--- src/rtl/fb_write_arbiter.sv ---
`default_nettype none
// ============================================================================
// fb_write_arbiter : framebuffer write-port owner; processor FIFO beats clear.
// Optional macro FB_ADDR_CHECK_EN rejects out-of-range processor writes.
// Revision: 1.0
// ============================================================================
module fb_write_arbiter #(
   parameter int ADDR_W     = 19,
   parameter int FB_PIXELS  = 307200,
   parameter int FIFO_DEPTH = 4
) (
   input  logic              clk,
   input  logic              rst_n,
   input  logic              cpu_pixel_en,
   input  logic [31:0]       cpu_pixel_addr,
   input  logic              cpu_pixel_value,
   input  logic              clr_req,
   input  logic              clr_value,
   output logic              clr_busy,
   output logic              clr_done,
   output logic              fb_we,
   output logic [ADDR_W-1:0] fb_addr,
   output logic              fb_data,
   input  logic              fb_ready,
   output logic              cpu_overflow,
`ifdef FB_ADDR_CHECK_EN
   output logic              addr_err,
`endif
   input  logic              ovf_clr
);

   localparam int PTR_W   = (FIFO_DEPTH > 1) ? $clog2(FIFO_DEPTH) : 1;
   localparam int CNT_W   = PTR_W + 1;
   localparam int ENTRY_W = ADDR_W + 1;
   localparam logic [ADDR_W-1:0] LAST_PTR = ADDR_W'(FB_PIXELS - 1);
   localparam logic [CNT_W-1:0]  FULL_CNT = CNT_W'(FIFO_DEPTH);

   typedef enum logic [1:0] {
      ST_IDLE     = 2'd0,
      ST_CLEAR    = 2'd1,
      ST_CLR_LAST = 2'd2
   } state_t;

   state_t              state_q, state_d;
   logic [ADDR_W-1:0]   ptr_q, ptr_d;
   logic                fill_q, fill_d;
   logic                clr_busy_q, clr_busy_d;
   logic                clr_done_q, clr_done_d;
   logic                fb_we_q, fb_we_d;
   logic [ADDR_W-1:0]   fb_addr_q, fb_addr_d;
   logic                fb_data_q, fb_data_d;
   logic                ovf_q, ovf_d;
   logic [PTR_W-1:0]    wr_ptr_q, wr_ptr_d;
   logic [PTR_W-1:0]    rd_ptr_q, rd_ptr_d;
   logic [CNT_W-1:0]    count_q, count_d;
   logic [ENTRY_W-1:0]  mem_q [FIFO_DEPTH];

   logic                fifo_empty;
   logic                fifo_full;
   logic                out_free;
   logic                pop;
   logic                push_req;
   logic                push_ok;
   logic                drop;
   logic [ENTRY_W-1:0]  head;

`ifdef FB_ADDR_CHECK_EN
   logic                addr_err_q, addr_err_d;
   logic                addr_bad;

   assign addr_bad   = cpu_pixel_addr >= 32'(FB_PIXELS);
   assign push_req   = cpu_pixel_en & ~addr_bad;
   assign addr_err_d = cpu_pixel_en & addr_bad;
   assign addr_err   = addr_err_q;
`else
   logic                unused_addr_hi;

   assign unused_addr_hi = ^cpu_pixel_addr[31:ADDR_W];
   assign push_req       = cpu_pixel_en;
`endif

   assign fifo_empty = (count_q == '0);
   assign fifo_full  = (count_q == FULL_CNT);
   assign out_free   = ~fb_we_q | fb_ready;
   assign pop        = out_free & ~fifo_empty;
   // Full is judged on the pre-edge count, so a same-edge pop makes room.
   assign push_ok    = push_req & (~fifo_full | pop);
   assign drop       = push_req & fifo_full & ~pop;
   assign head       = mem_q[rd_ptr_q];

   always_comb begin
      state_d    = state_q;
      ptr_d      = ptr_q;
      fill_d     = fill_q;
      clr_busy_d = clr_busy_q;
      clr_done_d = 1'b0;
      fb_we_d    = fb_we_q;
      fb_addr_d  = fb_addr_q;
      fb_data_d  = fb_data_q;
      wr_ptr_d   = wr_ptr_q + PTR_W'(push_ok);
      rd_ptr_d   = rd_ptr_q + PTR_W'(pop);
      count_d    = count_q + CNT_W'(push_ok) - CNT_W'(pop);
      ovf_d      = drop ? 1'b1 : (ovf_clr ? 1'b0 : ovf_q);

      if (fb_we_q && fb_ready) begin
         fb_we_d = 1'b0;
      end
      if (pop) begin
         fb_we_d   = 1'b1;
         fb_addr_d = head[ENTRY_W-1:1];
         fb_data_d = head[0];
      end

      case (state_q)
         ST_IDLE: begin
            if (clr_req) begin
               fill_d     = clr_value;
               ptr_d      = '0;
               clr_busy_d = 1'b1;
               state_d    = ST_CLEAR;
            end
         end
         ST_CLEAR: begin
            if (out_free && fifo_empty) begin
               fb_we_d   = 1'b1;
               fb_addr_d = ptr_q;
               fb_data_d = fill_q;
               ptr_d     = ptr_q + 1'b1;
               if (ptr_q == LAST_PTR) begin
                  state_d = ST_CLR_LAST;
               end
            end
         end
         ST_CLR_LAST: begin
            // The output register holds the final clear pixel until it transfers.
            if (fb_we_q && fb_ready) begin
               clr_done_d = 1'b1;
               clr_busy_d = 1'b0;
               state_d    = ST_IDLE;
            end
         end
         default: begin
            state_d = ST_IDLE;
         end
      endcase
   end

   always_ff @(posedge clk or negedge rst_n) begin
      if (!rst_n) begin
         state_q    <= ST_IDLE;
         ptr_q      <= '0;
         fill_q     <= 1'b0;
         clr_busy_q <= 1'b0;
         clr_done_q <= 1'b0;
         fb_we_q    <= 1'b0;
         fb_addr_q  <= '0;
         fb_data_q  <= 1'b0;
         ovf_q      <= 1'b0;
         wr_ptr_q   <= '0;
         rd_ptr_q   <= '0;
         count_q    <= '0;
`ifdef FB_ADDR_CHECK_EN
         addr_err_q <= 1'b0;
`endif
      end else begin
         state_q    <= state_d;
         ptr_q      <= ptr_d;
         fill_q     <= fill_d;
         clr_busy_q <= clr_busy_d;
         clr_done_q <= clr_done_d;
         fb_we_q    <= fb_we_d;
         fb_addr_q  <= fb_addr_d;
         fb_data_q  <= fb_data_d;
         ovf_q      <= ovf_d;
         wr_ptr_q   <= wr_ptr_d;
         rd_ptr_q   <= rd_ptr_d;
         count_q    <= count_d;
`ifdef FB_ADDR_CHECK_EN
         addr_err_q <= addr_err_d;
`endif
      end
   end

   always_ff @(posedge clk) begin
      if (push_ok) begin
         mem_q[wr_ptr_q] <= {cpu_pixel_addr[ADDR_W-1:0], cpu_pixel_value};
      end
   end

   assign clr_busy     = clr_busy_q;
   assign clr_done     = clr_done_q;
   assign fb_we        = fb_we_q;
   assign fb_addr      = fb_addr_q;
   assign fb_data      = fb_data_q;
   assign cpu_overflow = ovf_q;

endmodule
`default_nettype wire

--- config.mk ---
export PLATFORM = sky130hd
export DESIGN_NAME = fb_write_arbiter
export DESIGN_NICKNAME = d
export VERILOG_FILES = /design/src/rtl/fb_write_arbiter.sv
export SDC_FILE = /design/constraint.sdc
export NUM_CORES = 1
export LEC_CHECK = 0
export BUFFER_PORTS_ARGS = -buffer_cell sky130_fd_sc_hd__buf_4
export CORE_MARGIN = 5
export CORE_UTILIZATION = 55
export CTS_CLUSTER_SIZE = 20
export DETAILED_ROUTE_END_ITERATION = 12
export GPL_TIMING_DRIVEN = 0
export PLACE_DENSITY = 0.84
export SYNTH_ARGS = -nofsm -noshare
export SYNTH_HDL_FRONTEND = slang
export SYNTH_SLANG_ARGS = --single-unit
export TNS_END_PERCENT = 10
--- constraint.sdc ---
create_clock -name clk -period 8.76 [get_ports clk]
set_clock_uncertainty 0.2 [all_clocks]
set_input_delay 1.314 -clock clk [delete_from_list [all_inputs] [get_ports clk]]
set_output_delay 1.314 -clock clk [all_outputs]
set_load 0.01 [all_outputs]
# [Yosys cells after proc, flatten, opt, wreduce, memory -nomap -nowiden]
# Memory sizes are Yosys's and may differ from the RTL's.
# Cells that the tools add are included.
# Widths: inputs -> output; s select.
[op_classes] n_reduce_logical=11 bitwise_logic=10 eq_ne=8 mux=27 add_sub_neg=5
[ops] op="$mux 19" count=5
[ops] op="$pmux 19 s2" count=1
[ops] op="$add 19x1->19 const B" count=1
[ops] op="$eq 19x19->1 const B" count=1
[ops] op="$mux 1" count=15
[ops] op="$mux 2" count=4
[ops] op="$ne 2x2->1 const B" count=4
[ops] op="$pmux 2 s3" count=1
[ops] op="$reduce_and 3->1" count=2
[ops] op="$reduce_bool 2->1" count=3
[ops] op="$add 2x1->2" count=2
[ops] op="$and 1x1->1" count=4
[ops] op="$not 1->1" count=4
[ops] op="$reduce_and 4->1" count=1
[ops] op="$add 3x1->3" count=1
[ops] op="$eq 3x3->1 const B" count=1
[ops] op="$logic_not 3->1" count=1
[ops] op="$sub 3x1->3" count=1
[ops] op="$eq 2x1->1 const B" count=1
[ops] op="$eq 2x2->1 const B" count=1
[ops] op="$logic_and 1x1->1" count=2
[ops] op="$logic_not 2->1" count=1
[ops] op="$or 1x1->1" count=2
[ops] op="$pmux 1 s2" count=1
[ops] op="$reduce_and 2->1" count=1
[totals] wordCells=74 ramBits=80 reg_bits=53 n_memories=1 output_inout_bits=24 in_bits=40
[mem_list] name="mem_q" words=4 word_bits=20 rd=1 rd_clocked_by_memory_dff=0 write_ports=1 line_no="56" rtl="logic [ENTRY_W-1:0] mem_q [FIFO_DEPTH];"

# [Depth between registers and ports, before layout]
[depth] word_depth=7 mapped_depth=10 depth_no_buf=9

# [Least setup slack after synthesis]
# OpenSTA, ideal clock, no wires.
[synth_path] kind="input -> register" from="input fb_ready" to="memory mem_q[0][0] (netlist bit), enable pin" required_time_ps=8138 arrival_time_ps=2976 slack_ps=5162 stages=4 n_path_buf=0 setup_ps=422 path_cell_list="nor2b_1 -> nand3_1 -> nand2_1 -> nor3_1"
[synth_via] elab_chain_len=6
[synth_rtl] element="start: declaration" line_no="24" rtl="input logic fb_ready,"
[synth_rtl] element="$or 1x1->1" line_no="84" rtl="assign out_free = ~fb_we_q | fb_ready;"
[synth_rtl] element="$and 1x1->1" line_no="85" rtl="assign pop = out_free & ~fifo_empty;"
[synth_rtl] element="$or 1x1->1" line_no="87" rtl="assign push_ok = push_req & (~fifo_full | pop);"
[synth_rtl] element="$and 1x1->1" line_no="87"
[synth_rtl] element="$mux 1" line_no="185" rtl="if (push_ok) begin"
[synth_rtl] element="$mux 1 (implied by the code)" line_no="186" rtl="mem_q[wr_ptr_q] <= {cpu_pixel_addr[ADDR_W-1:0], cpu_pixel_value};"
[synth_rtl] element="end: declaration" line_no="56"
# No other way between the ends.

# [Final worst setup path]
[layout_path] from="input fb_ready" to="register count_q[2]"
[layout_via] elab_chain_len=6
[layout_rtl] element="$or 1x1->1 *" line_no="84"
[layout_rtl] element="$and 1x1->1 *" line_no="85"
[layout_rtl] element="$or 1x1->1" line_no="87"
[layout_rtl] element="$and 1x1->1" line_no="87"
[layout_rtl] element="$add 3x1->3" line_no="102" rtl="count_d = count_q + CNT_W'(push_ok) - CNT_W'(pop);"
[layout_rtl] element="$sub 3x1->3 *" line_no="102"
[layout_rtl] element="named net count_d[2]" line_no="55" rtl="logic [CNT_W-1:0] count_q, count_d;"
[layout_rtl] element="end signal: assignment" line_no="177" rtl="count_q <= count_d;"
[layout_rtl] element="end: declaration" line_no="55"
# Mark *: on every way through the listed nets, which the timed path passes. The rest lies on a longest branch.
# A chain may end at the register's enable or synchronous reset.

==> flow_summary.yaml <==
status:
  status: "completed"
floorplanning:
  rows: 36
  initial_utilization: 0.5648
  die_w_um: 110.2
  core_area_um2: 9774
  die_y_um: 110.2
  io_pins: 64
  die_area_um2: 12140
pwr:
  p_leak_nw: 2.656
  power_density_nw_per_um2: 328.6
  power_mw: 2.208
  vdd_ir_drop_max_mv: 0.2079
clock_network:
  numClockSinks: 133
  ctsLongestPathBuffers: 2
  cts_resized: 0
  cts_tree: "built"
  cts_hold_buf: 0
  numCtsBuffers: 17
  cts_root_buf: "clkbuf_8"
  clkTransAtPathRegs_ns: 0.06
  worstSkewPairLatency_ns: 0.53
  post_cts_buffers: 0
  ctsHtreeMaxLevel: 4
global_route:
  antenna_found_initial: 0
  grt_pass1_wl_um: 19530
  grt_pass1_vias: 3640
  grt.total_usage: 0.2199
  grt_overflow: 0
  grt_max_degree: 54
synth:
  synth_cell_types: 50
  yosys.area_share.adder: 0.01496
  yosys.area_share.simple: 0.1199
  synth_area_leaders: "edfxtp_1 (44%), dfrtp_1 (24%), mux4_2 (8.2%)"
  synth_compound_area_frac: 0.06573
  syn_avg_cell_area_um2: 14.26
  yosysTopAreaCell: "edfxtp_1"
  synth-xor-area-share: 0.007933
  synth_fp_nets: 433
  synth_mux_area_frac: 0.09066
  synth_seq_cells: 133
  seq_area_frac_synth: 0.6754
  yosys_warnings: 0
  synth_flop_cell: "edfxtp_1"
  syn_inst: 387
  syn_area_um2: 5520
  synth_top_family_by_area: "simple AND/OR/NAND/NOR gates"
  async_flop_share: 0.3985
  synth_edf_count: 80
  yosysTopAreaCellShare: 0.4352
placement:
  io_buffers: 50
  place_hpwl_um: 7728
  gp_congestion: 0.9601
  pre_cts_ws_ns: 5.147
  dp.cells: 573
  placed_area_um2: 6110
sta:
  fin_crit_sh: 0.3501
  period_minus_slack_ns: 3.067
  fmax_ghz: 0.3260
  finalSetupViolCount: 0
  final_max_slew_viol_count: 0
  whs_ns: 0.3045
  setup_slack_ns: 5.693
  rsz0062_at_grt: "no"
  maxSlewHeadroom: 0.3105
  setup_tns_ns: 0
  tightest_slew_ns: 1.034
  hold_violations: 0
worst_setup_path:
  required_ns: 9.01
  cp_max_fo: 11
  r2r_end: "count_q[2]"
  crit_start: "fb_ready"
  r2r-start: "count_q[1]"
  worst_setup_path_start_kind: "primary input"
  r2r_slack_ns: 5.89
  worst-r2r-cell-count: 10
  end_kind: "register"
  endpoint: "count_q[2]"
  crit_arrival_ns: 3.32
  critical_path_class: "in2reg"
layout:
  drive_gt1_frac: 0.2775
  final_common_cell: "edfxtp_1"
  fillers: 641
  fin_cells: 605
  nNetsFinal: 505
  fin_util: 0.6874
  layout_common_cells: "edfxtp_1 (80), dfrtp_1 (53), buf_4 (52)"
  stdcell_area_um2: 6719
  diodes: 0
  syn_to_final_growth_pct: 21.71
hold_path:
  hold_class: "reg2reg"
routing:
  wire_per_inst_um: 19.63
  vias: 3569
  route.detailed.drc: 0
  finalWirelength_um: 11880
  ant_nets: 0
  vias_per_cell: 5.899
  drt-initial-drc-count: 272
  dr.pass1.iters: 5
job:
  drv_cap: 0
## layer usage
| layer | track usage | part of all wire | routed length, µm | up-vias |
|---|---|---|---|---|
| met5 | 0 | 0 | 0 | - |
| met4 | 0.09587 | 0.022 | 263 | 0 |
| met3 | 0.05416 | 0.063 | 753 | 29 |
| met2 | 0.3497 | 0.51 | 6058 | 153 |
| met1 | 0.2905 | 0.40 | 4801 | 1772 |
| li1 | - | - | - | 1615 |
## cell families after synthesis
family,after synthesis
buf+inv,28
compound gates,66
fa+ha+maj,6
flops,133
mux,25
simple gates,124
xor+xnor,5
## registers in the layout, indices dropped and copies added, names as in the netlist, 2 cells and up
register  cells
rd_ptr_q      2
count_q       3
state_q       2
wr_ptr_q      2
ptr_q        19
fb_addr      19
mem_q        80
## layout make-up
class | count | area (µm²) | area share
inverter | 10 | 37.54 | 0.005587
clock buffer | 17 | 414.1 | 0.06164
timing repair buffer | 53 | 412.9 | 0.06145
clock inverter | 15 | 195.2 | 0.02905
tap | 133 | 166.4 | 0.02477
sequential | 133 | 3729 | 0.5549
multi-input combinational | 226 | 1662 | 0.2473
buffer | 18 | 102.6 | 0.01527
## worst max-delay path, stage by stage
cell	delay, ns
buf_4	0.11
nand2b_2	0.19
nand2_1	0.14
inv_2	0.06
clkbuf_1	0.23
ha_1	0.35
inv_1	0.04
ha_1	0.18
fa_1	0.38
xnor2_1	0.18
xnor2_1	0.13
## synthesized netlist by cell type, types with 2 or more instances
cell type   n
buf_6       3
nor3_1      4
or3_1       2
xnor2_1     2
or2_2       2
nand4_1    10
edfxtp_1   80
nand3_1     8
clkbuf_1    5
inv_1       9
mux2i_1     5
dfrtp_1    53
nand2_1    41
o21ai_1     3
a21oi_1    49
or4_1       8
ha_1        5
xor2_1      3
o21ai_0     2
mux4_2     20
and3_1      2
nand2b_1    2
and4_1      2
o31ai_1     8
buf_1       2
nor2_1     27
buf_2       6
nand3_2     2
## power by group
| group | total [mW] | internal [mW] | switching [mW] | leakage (nW) |
|---|---|---|---|---|
| clock | 0.726 | 0.442 | 0.284 | 0.293 |
| combinational | 0.567 | 0.262 | 0.305 | 0.963 |
| sequential | 0.914 | 0.823 | 0.0909 | 1.40 |
## worst min-delay path by stage
stage | from | end | slack (ns) | depth (start not counted)
after floorplan | fill_q | fill_q | 0.25 | 2
after global placement | fill_q | fill_q | 0.27 | 2
after detailed placement | fill_q | fill_q | 0.28 | 2
after CTS | fill_q | fill_q | 0.29 | 2
after global routing | fill_q | fill_q | 0.31 | 2
final | fill_q | fill_q | 0.30 | 2
No activity file was read; power rests on OpenSTA's default activity.
